--- config.mk ---
export PLATFORM = sky130hd
export DESIGN_NAME = r_num_scan
export DESIGN_NICKNAME = d
export VERILOG_FILES = /design/src/rtl/r_num_pkg.sv /design/src/rtl/r_num_tick.sv /design/src/rtl/r_num_scan.sv
export SDC_FILE = /design/constraint.sdc
export NUM_CORES = 1
export LEC_CHECK = 0
export ABC_AREA = 1
export CORE_AREA = 2 2 66 68
export DETAILED_ROUTE_END_ITERATION = 7
export DIE_AREA = 0 0 68 70
export PLACE_DENSITY = 0.89
export SKIP_LAST_GASP = 1
export SYNTH_ARGS = -nofsm -noshare
export SYNTH_HDL_FRONTEND = slang
export SYNTH_SLANG_ARGS = --single-unit
--- constraint.sdc ---
create_clock -name clk -period 4.2 [get_ports clk]
set_input_delay 1.05 -clock clk [delete_from_list [all_inputs] [get_ports clk]]
set_output_delay 1.05 -clock clk [all_outputs]
set_load 0.03 [all_outputs]
--- src/rtl/r_num_pkg.sv ---
// Shared constants and the 3-bit to seven-segment decoder for the number display blocks.
package r_num_pkg;

  localparam logic [6:0] SEG_0   = 7'h40;
  localparam logic [6:0] SEG_1   = 7'h79;
  localparam logic [6:0] SEG_2   = 7'h24;
  localparam logic [6:0] SEG_3   = 7'h30;
  localparam logic [6:0] SEG_4   = 7'h19;
  localparam logic [6:0] SEG_5   = 7'h12;
  localparam logic [6:0] SEG_6   = 7'h02;
  localparam logic [6:0] SEG_7   = 7'h78;
  localparam logic [6:0] SEG_OFF = 7'h7F;

  // Active-low segments, bit order {g,f,e,d,c,b,a}.
  function automatic logic [6:0] seg7_dec3(input logic [2:0] code);
    logic [6:0] seg;
    unique case (code)
      3'd0: seg = SEG_0;
      3'd1: seg = SEG_1;
      3'd2: seg = SEG_2;
      3'd3: seg = SEG_3;
      3'd4: seg = SEG_4;
      3'd5: seg = SEG_5;
      3'd6: seg = SEG_6;
      3'd7: seg = SEG_7;
      default: seg = SEG_OFF;
    endcase
    return seg;
  endfunction

endpackage

--- src/rtl/r_num_tick.sv ---
// Free-running refresh divider; tick is high for one cycle every REFRESH_DIV cycles.
module r_num_tick #(
  parameter int unsigned REFRESH_DIV = 100000
) (
  input  logic clk,
  input  logic rst,
  output logic tick
);

  localparam int unsigned DivW = $clog2(REFRESH_DIV);
  localparam logic [DivW-1:0] DivMax = DivW'(REFRESH_DIV - 1);

  logic [DivW-1:0] r_div;
  logic            w_tick;

  assign w_tick = (r_div == DivMax);
  assign tick   = w_tick;

  always_ff @(posedge clk or posedge rst) begin
    if (rst) begin
      r_div <= '0;
    end else if (w_tick) begin
      r_div <= '0;
    end else begin
      r_div <= r_div + 1'b1;
    end
  end

endmodule

--- src/rtl/r_num_scan.sv ---
// Snapshots stored 3-bit codes at frame boundaries and scans them onto a
// common-anode seven-segment display with per-digit blanking.
module r_num_scan
  import r_num_pkg::*;
#(
  parameter int unsigned NUM_DIGITS  = 4,
  parameter int unsigned REFRESH_DIV = 100000
) (
  input  logic                    clk,
  input  logic                    rst,
  input  logic                    load,
  input  logic [3*NUM_DIGITS-1:0] vals,
  input  logic [NUM_DIGITS-1:0]   blank,
  output logic [NUM_DIGITS-1:0]   an,
  output logic [6:0]              seg,
  output logic                    load_ack
);

  localparam int unsigned IdxW = (NUM_DIGITS > 1) ? $clog2(NUM_DIGITS) : 1;
  localparam logic [IdxW-1:0] IdxMax = IdxW'(NUM_DIGITS - 1);

  logic                  w_tick;
  logic                  w_frame_end;
  logic                  w_pend_n;
  logic [NUM_DIGITS-1:0] w_an_sel;

  logic [IdxW-1:0]       r_idx;
  logic                  r_pending;
  logic                  r_load_ack;
  logic [2:0]            r_snap [NUM_DIGITS];
  logic [NUM_DIGITS-1:0] r_an;
  logic [6:0]            r_seg;

  r_num_tick #(
    .REFRESH_DIV(REFRESH_DIV)
  ) u_tick (
    .clk (clk),
    .rst (rst),
    .tick(w_tick)
  );

  assign w_frame_end = w_tick && (r_idx == IdxMax);
  assign w_pend_n    = r_pending | load;

  always_comb begin
    w_an_sel        = '1;
    w_an_sel[r_idx] = 1'b0;
  end

  always_ff @(posedge clk or posedge rst) begin
    if (rst) begin
      r_idx <= '0;
    end else if (w_frame_end) begin
      r_idx <= '0;
    end else if (w_tick) begin
      r_idx <= r_idx + 1'b1;
    end
  end

  // Captures only on frame_end so a whole frame always shows one coherent snapshot.
  always_ff @(posedge clk or posedge rst) begin
    if (rst) begin
      r_pending  <= 1'b0;
      r_load_ack <= 1'b0;
      for (int i = 0; i < NUM_DIGITS; i++) r_snap[i] <= '0;
    end else if (w_pend_n && w_frame_end) begin
      r_pending  <= 1'b0;
      r_load_ack <= 1'b1;
      for (int i = 0; i < NUM_DIGITS; i++) r_snap[i] <= vals[3*i +: 3];
    end else begin
      r_pending  <= w_pend_n;
      r_load_ack <= 1'b0;
    end
  end

  always_ff @(posedge clk or posedge rst) begin
    if (rst) begin
      r_an  <= '1;
      r_seg <= SEG_OFF;
    end else if (blank[r_idx]) begin
      r_an  <= '1;
      r_seg <= SEG_OFF;
    end else begin
      r_an  <= w_an_sel;
      r_seg <= seg7_dec3(r_snap[r_idx]);
    end
  end

  assign an       = r_an;
  assign seg      = r_seg;
  assign load_ack = r_load_ack;

endmodule

==> metrics.md <==
| Metric | Value |
|---|---|
| Outcome | `completed` |
| Largest net degree at the start of global routing | `45` |
| Final TNS setup | `0 ps` |
| Max-Cap Viols | `0` |
| Die Y | `~70 µm` |
| Setup ws final | `between 1500 and 2000 ps` |
| DR WL/cell | `around 13 µm` |
| Post-cts sizing count | `0` |
| Starting Density | `55.50%` |
| Worst-margin pin slew | `between 700 and 800 ps` |
| Ys flop type | `dfrtp_1` |
| WS Path Type | `reg2out` |
| Final layout net count | `between 300 and 400` |
| Min Hold Slack | `around 470 ps` |
| RSZ-0062 raised after global routing | `no` |
| Core Area | `4144 µm²` |
| Port bufs | `30` |
| Minimum clock period | `between 2000 and 3000 ps` |
| Clock skew | `approximately 7 ps` |
| Netlist cell types | `29` |
| Synthesized area | `2300 µm²` |
| Crit path cell chain | `clkdlybuf4s50_1` |
| Crit-path max cell delay | `~660 ps` |
| Total global-route track usage | `between 20% and 30%` |
| F_max | `about 400 MHz` |
| # H-tree levels | `2` |
| Synth-to-Final Area Change | `18.28%` |
| I/O Pins | `31` |
| Top post-synthesis cells by count | `nand2_1 (74), inv_1 (35), dfrtp_1 (33)` |
| Drt total wl | `4588 µm` |
| Top fanout value on the critical path | `1` |
| CTS buffer count | `5` |
| Yosys top cell area share | `35.91%` |
| Initial antenna violation count | `0` |
| Clock latency on the worst-skew pair | `290 ps` |
| Setup WS pre-CTS | `between 1500 and 2000 ps` |
| # diodes | `0` |
| Cell leakage power | `between 0.001 and 0.0015 µW` |
| # setup viols final | `0` |
| 1st-pass router iterations | `4` |
| Startpoint types | `flop` |
| Routed Antenna Nets | `0` |
| Largest area contributor in the netlist | `dfrtp_1` |
| Detailed Route Iter0 Violations | `150` |
| Vias | `roughly 1,900` |
| CTS Root Cell | `clkbuf_8` |
| FP Rows | `24` |
| Sequential cell area fraction in the yosys report | `about half` |
| Area contributors post-synth | `dfrtp_1 (36%), dfstp_2 (13%), nand2_1 (12%)` |
| Critical path data required time | `3150 ps` |
| First-pass GRT wire length | `7990 µm` |
| Vias in the first global route | `about 1,800` |
| Die ar. | `4760 µm²` |
| P per Cell Area | `288.5 nW/µm²` |
| CP delay by family, top | `buffers and inverters` |
| Tcrit/Tclk final | `approximately three fifths` |
| CTS Buffer Depth | `2` |
| Yosys warns | `0` |
| Final Hold Fails | `0` |
| Number of synthesized flops with an enable pin | `0` |
| Layout cells sized above 1 | `between 10% and 20%` |
| CP Capture Type | `output pin` |
| Max Transition Viols Final | `0` |
| Clk slew on worst S/H paths | `80 ps` |
| HPWL Detailed | `3321 µm` |
| Routability cong. | `just under 1` |
| Worst min path class | `reg2reg` |
| Synthesized area per cell | `about 8.3 µm²` |
| Syn_nets | `just over 300` |
| Die boundary width | `around 70 µm` |
| Slew margin rel. | `48.59%` |
| Clk sinks | `44` |
| Count leader, synth | `nand2_1` |
| CP Buf/Inv Count | `1` |
| CTS tree | `yes` |
| DR vias/cell | `5.259` |
| GR Overflow Total | `0` |
| DRC viols | `0` |
| Cells after Synth | `between 200 and 300` |
| Post CTS Setup Buffer Count | `0` |
| Highest-delay cell along the critical path | `clkdlybuf4s50_1` |
| Asr flop ratio synth | `100.0%` |
| FF+latch count, synth | `44` |
| Maximum vdd ir drop | `around 0.20 mV` |
| Critical path data arrival time | `about 1500 ps` |
| Hold-fix buffers at CTS | `0` |
## stage by stage
| step | utilization (%) | instances | area, µm² | total power (µW) |
|---|---|---|---|---|
| 5_1_grt | 65.64 | 359 | 2720 | 819.6 |
| 3_5_place_dp | 63.04 | 351 | 2613 | 482.2 |
| 6_report | 65.64 | 359 | 2720 | 784.7 |
| 4_1_cts | 65.64 | 359 | 2720 | 794.0 |
| 3_3_place_gp | 63.04 | 351 | 2613 | 481.5 |
| 2_1_floorplan | - | 276 | 2300 | 456.1 |
## power breakdown
group          total (µW)  switching, µW  internal, µW
Combinational        43.0           20.8          22.2
Clock                 311            135           176
Sequential            430          0.840           430
## flip-flops by register name (all words and copies together), names as in the netlist
register,cells
r_snap,12
seg,7
r_pending,1
load_ack,1
u_tick.r_div,17
an,4
r_idx,2
## cells by family after synthesis
group | count (synthesis) | synth area share, %
AND/OR/NAND/NOR | 148 | 29.33
flip-flops | 44 | 48.48
adder cells (fa/ha/maj) | 10 | 5.441
buffers and inverters | 47 | 8.977
AO/OA/AOI/OAI | 20 | 5.115
XOR/XNOR | 7 | 2.666
## cell usage in the layout (no fill, tap or decap), types with 6 or more instances in the layout
cell / n
nor2_1: 22
ha_1: 10
o21ai_0: 6
nand4_1: 17
dfstp_2: 11
nand3_1: 17
a21oi_1: 6
clkdlybuf4s50_1: 30
dfrtp_1: 33
nand2_1: 74
xor2_1: 6
nor3_1: 7
inv_1: 35
## final timing paths
path                                 startpoint         endpoint  slack [ps]  cells after the start
worst max register to register         r_idx[0]        r_snap[4]        2180                      4
min in group asynchronous                   rst         r_idx[1]        1190                      3
worst max-delay path                     seg[3]           seg[3]        1670                      1
worst min register to register  u_tick.r_div[0]  u_tick.r_div[0]         470                      1
max in group asynchronous                   rst            an[3]        2640                      3
worst min-delay path            u_tick.r_div[0]  u_tick.r_div[0]         470                      1
## cell type report
class	instances	area (µm²)
sequential	44	1115
tap	52	65.06
fill	336	1424
timing repair buffer	31	307.8
multi-input combinational	185	978.4
clock inverter	2	35.03
inverter	39	146.4
clock buffer	6	72.57
## routing by layer
| layer | vias to the layer above | track usage (%) | share of wire [%] | wire (µm) |
|---|---|---|---|---|
| li1 | 936 | - | - | - |
| met1 | 883 | 30.61 | 44 | 2014 |
| met2 | 67 | 34.09 | 50 | 2274 |
| met3 | 2 | 5.797 | 6.1 | 281 |
| met4 | 0 | 7.333 | 0.41 | 19 |
| met5 | - | 0 | 0 | 0 |
Power figures use the tool's default switching activity.
==> edit 1 (same flow settings) <==
The parameter `NUM_DIGITS` goes from 4 to 2.
--- a/src/rtl/r_num_scan.sv
+++ b/src/rtl/r_num_scan.sv
@@ -5,3 +5,3 @@
 #(
-  parameter int unsigned NUM_DIGITS  = 4,
+  parameter int unsigned NUM_DIGITS  = 2,
   parameter int unsigned REFRESH_DIV = 100000
Interface: changed (resized an, blank and vals); port bits go from 31 to 21. No check against the original RTL was run, so the function may have changed too.
==> edit 1 against the original RTL <==
First-iteration DRC count shrank 12%. Worst setup slack better by 1.4 ps. Critical path type unchanged. Register-to-register slack better by 40 ps. Non-clock buffer count fell by 10. Routed wire length down 21%. Highest routed layer unchanged. Clock skew decreased by 1.4 ps. Synthesized area shrank 20%. Sequential cell count fell by 9. Design area fell by 18%. Total power is 12% lower. Utilization fell by 12 points.
==> edit 1: results (changes against the original RTL) <==
run status finished, final reports clean; Clock transition at path regs 70 ps; CP peak stage delay 670 ps; Wirelength per Cell 12.3 um (-3.7%); Num CTS Buffers 5 (unchanged); setup slack after placement 1770 ps (+153 ps); synth warn 0 (unchanged); Post-Syn Nets 233 (-24%); Post-synth top cells nand2_1, inv_1, dfrtp_1; Pwr Density 309 nW/um^2 (+7.3%); H-tree Lvls 2 (unchanged); max reg flops 17 (unchanged); CTS root buf clkbuf_8; Worst Path Arrival 1480 ps (about the same); Total Nets Final 260 (-22%); HP Class reg -> reg; drt initial violations 132 (-12%); vias 1522 (-19%); Pre-antenna DRT Iters 4 (unchanged); antenna violations before repair 0 (unchanged); crit path max fanout 1 (unchanged); vias per inst 5.14 (-2.2%); worst hold stages 1 (unchanged); Worst Reg-to-Reg Cells 7 (+3); Gates resized, CTS repair 0 (unchanged); leakage 1.03 nW (-20%); DPL Wire Length 2620 um (-21%); Seq/Total Area, Yosys 0.483 (-0.00147); filler instances 383 (+14%); placed cell areas 2100 um^2 (-20%); Final Wtd Congestion 0.956 (-2.7%); Cell variety after synth 28 (-3.4%); Synth async-reset ratio 1.00 (unchanged); CP max stage cell clkdlybuf4s50_1; Worst IR Drop VDD 0.000119 V (-41%); delay-heaviest family, CP buffers and inverters; global-route usage over all layers 0.167 (-0.0560); top post-synthesis cells by area dfrtp_1, dfstp_2, nand2_1; largest net degree at the start of global routing 28 (-38%); number of global-route vias before repair 1384 (-22%); Placed Cells 288 (-18%); clk_skew 5.67 ps (-1.43 ps); slew margin rel. 0.339 (-0.147); Most used DFF post-synth dfrtp_1; Largest Register u_tick.r_div; fraction of layout instances using a drive strength above 1 0.176 (+0.0687); worst skew pair latency 290 ps (about the same); syn_area_per_cell 8.50 um^2 (+2.0%); first-pass GRT wire length 6040 um (-24%); Port-buffer cells 20 (-33%)
==> edit 1: cell count changes after synthesis, moves of 2 or more <==
cell / unedited run / this run
nand2_1: 74 / 51
o21ai_0: 6 / 4
a21oi_1: 6 / 2
nand3_2: 0 / 3
buf_2: 3 / 0
ha_1: 10 / 6
inv_1: 35 / 28
dfstp_2: 11 / 9
buf_6: 3 / 0
nand3_1: 17 / 8
or2_2: 0 / 5
o21ai_1: 2 / 4
nand4_1: 17 / 12
dfrtp_1: 33 / 26
==> edit 1: final timing paths <==
check | start | to | slack (ps)
max in group asynchronous | rst | seg[3]$_DFF_PP1_ | 2140
max reg2reg | r_idx$_DFFE_PP0P_ | seg[6]$_DFF_PP1_ | 2220
min | u_tick.r_div[0]$_DFF_PP0_ | u_tick.r_div[0]$_DFF_PP0_ | 460
max | seg[3]$_DFF_PP1_ | seg[3] | 1670
min in group asynchronous | rst | load_ack$_DFF_PP0_ | 1290
min reg2reg | u_tick.r_div[0]$_DFF_PP0_ | u_tick.r_div[0]$_DFF_PP0_ | 460
==> edit 1: final cells by class <==
| type | count | area share |
|---|---|---|
| sequential | 35 | 0.399 |
| tap | 52 | 0.0293 |
| inverter | 31 | 0.0523 |
| multi-input combinational | 149 | 0.371 |
| timing repair buffer | 21 | 0.0934 |
| clock buffer | 8 | 0.0551 |
==> edit 1: cells by family after synthesis <==
| family | Yosys count | share of synthesized area |
|---|---|---|
| xor gates and xnor gates | 6 | 0.0286 |
| AOI/OAI and AO/OA | 15 | 0.0484 |
| adders and majority gates | 6 | 0.0409 |
| DFF | 35 | 0.483 |
| and+or+nand+nor | 122 | 0.331 |
| buffers and inverters | 32 | 0.0675 |
==> edit 1: power breakdown <==
part	internal, mW	switching, mW	total, mW
clock	0.189	0.121	0.310
combinational	0.0158	0.0184	0.0342
sequential	0.343	0.000781	0.344
total	0.548	0.140	0.688
==> edit 1: metal layers <==
| layer | share of wire | GRT usage | wire [um] |
|---|---|---|---|
| met1 | 0.42 | 0.211 | 1540 |
| met2 | 0.52 | 0.268 | 1880 |
| met3 | 0.046 | 0.0403 | 169 |
| met4 | 0.014 | 0.0689 | 51 |
| met5 | 0 | 0 | 0 |
==> edit 2 (same flow settings) <==
Without the edit above. Put one more register stage on the output `seg`. The value now appears one clock later. The other outputs are not delayed to match.
--- a/src/rtl/r_num_scan.sv
+++ b/src/rtl/r_num_scan.sv
@@ -89,3 +89,5 @@
   assign an       = r_an;
-  assign seg      = r_seg;
+  always_ff @(posedge clk) begin
+    seg <= r_seg;
+  end
   assign load_ack = r_load_ack;
Formal check against the unedited RTL: not equivalent (a bounded check fails within 4 cycles, from zero or initial values and one cycle with rst high).
==> edit 2 against the original RTL <==
Count of clock-buffer cells in the layout unchanged. Critical endpoint is now an[1]. Non-clock buffer count unchanged. Routed wire length increased by 1.6%. Cell count increased by 1.4%. Worst setup slack got worse by 16 ps. Sequential cell count increased by 7. Critical path type unchanged. Largest power group unchanged. Design area increased by 4.1%. Total power increased by 7.4%. Synthesized area increased by 4.4%.
==> edit 2: results (changes against the original RTL) <==
run status finished, final reports clean; global-route usage over all layers 0.228 (+0.00514); H-tree Lvls 2 (unchanged); Post-synth top cells nand2_1, inv_1, dfrtp_1; antenna violations before repair 0 (unchanged); Clock transition at path regs 80 ps (about the same); leakage 1.31 nW (+1.9%); number of global-route vias before repair 1945 (+10%); Synth Area in XOR/XNOR 0.0219 (-0.00477); registers with the most flip-flops u_tick.r_div: 17 flops, r_snap: 12 flops; Wirelength per Cell 12.8 um (+0.22%); HP Class reg -> reg; Pre-antenna DRT Iters 4 (unchanged); WHS 398 ps (-70.3 ps); Gates resized, CTS repair 0 (unchanged); CP max stage cell clkdlybuf4s50_1; worst skew pair latency 310 ps (+20 ps); Total Nets Final 340 (+1.5%); max frequency 393 MHz (-0.61%); Post-Syn Nets 309 (+1.3%); DPL Wire Length 3310 um (-0.33%); slew margin rel. 0.608 (+0.122); vias per inst 5.34 (+1.6%); top post-synthesis cells by area dfrtp_1, dfstp_2, nand2_1; Diodes inserted 0 (unchanged); Final Wtd Congestion 0.885 (-9.9%); post-synthesis compound-gate area fraction 0.0563 (+0.00514); CTS root buf clkbuf_8; R2R Setup Slk 2210 ps (+30 ps); Port-buffer cells 30 (unchanged); fraction of layout instances using a drive strength above 1 0.0929 (-0.0145); setup slack after placement 1650 ps (+29.8 ps); Seq/Total Area, Yosys 0.523 (+0.0379); Cell variety after synth 29 (unchanged); first-pass GRT wire length 8310 um (+4.1%); Post-Route WL 4660 um (+1.6%); clk buf depth 2 (unchanged); drt initial violations 129 (-14%); delay-heaviest family, CP buffers and inverters; Placed Cells 356 (+1.4%); largest net degree at the start of global routing 45 (unchanged); CP peak stage delay 660 ps (about the same); Worst IR Drop VDD 0.000183 V (-8.9%); clk_skew 10.2 ps (+3.07 ps); Worst Reg-to-Reg Cells 6 (+2); Synth Area in Adders 0.0521 (-0.00230); mux cell area share after synthesis 0 (unchanged); placed cell areas 2740 um^2 (+4.7%); Post-Synthesis Cells 280 (+1.4%); worst hold stages 0 (-1); crit path max fanout 1 (unchanged); Worst Path Arrival 1490 ps; synth warn 0 (unchanged); Synth async-reset ratio 0.863 (-0.137); # Post-CTS Setup Buffers 0 (unchanged); Num CTS Buffers 5 (unchanged)
==> edit 2: changes by cell type after synthesis, sizes merged, moves of 2 or more <==
cell | unedited run | this run
dfxtp | 0 | 7
buf | 7 | 5
nor3 | 9 | 7
nand3 | 17 | 14
nor2 | 27 | 29
==> edit 2: cells by family (layout without fill, tap and decap cells) <==
group | Yosys count | after routing
flip-flops | 51 | 51
AO/OA/AOI/OAI | 23 | 23
AND/OR/NAND/NOR | 145 | 145
adder cells (fa/ha/maj) | 10 | 10
buffers and inverters | 45 | 77
XOR/XNOR | 6 | 6
==> edit 2: worst paths after layout <==
kind                                 startpoint                   end
max                             an[1]$_DFF_PP1_                 an[1]
max reg2reg                r_idx[0]$_DFFE_PP0P_    r_seg[3]$_DFF_PP1_
min                          r_seg[2]$_DFF_PP1_        seg[2]$_DFF_P_
min reg2reg                  r_seg[2]$_DFF_PP1_        seg[2]$_DFF_P_
min in group asynchronous                   rst  r_idx[1]$_DFFE_PP0P_
max in group asynchronous                   rst    r_seg[3]$_DFF_PP1_
==> edit 2: metal layers <==
metal	routed length, um	vias up	track usage
met3	295	7	0.0596
met2	2260	59	0.358
li1	-	953	-
met4	80	0	0.0867
met5	0	-	0
met1	2020	925	0.298
==> edit 2: power breakdown <==
part           switching [mW]  internal [mW]  leakage, nW
Combinational          0.0205         0.0222        0.642
Clock                   0.165          0.135       0.0517
Sequential            0.00141          0.499        0.616
Total                   0.187          0.656         1.31
==> edit 2: layout make-up <==
| class | count | area (um^2) |
|---|---|---|
| fillers | 331 | 1310 |
| flip-flops and latches | 51 | 1250 |
| multi-input cells | 184 | 965 |
| repair buffers | 31 | 308 |
| inverters | 38 | 143 |
| clock buffers | 6 | 82.6 |
| well taps | 52 | 65.1 |
| clock inverters | 2 | 15.0 |
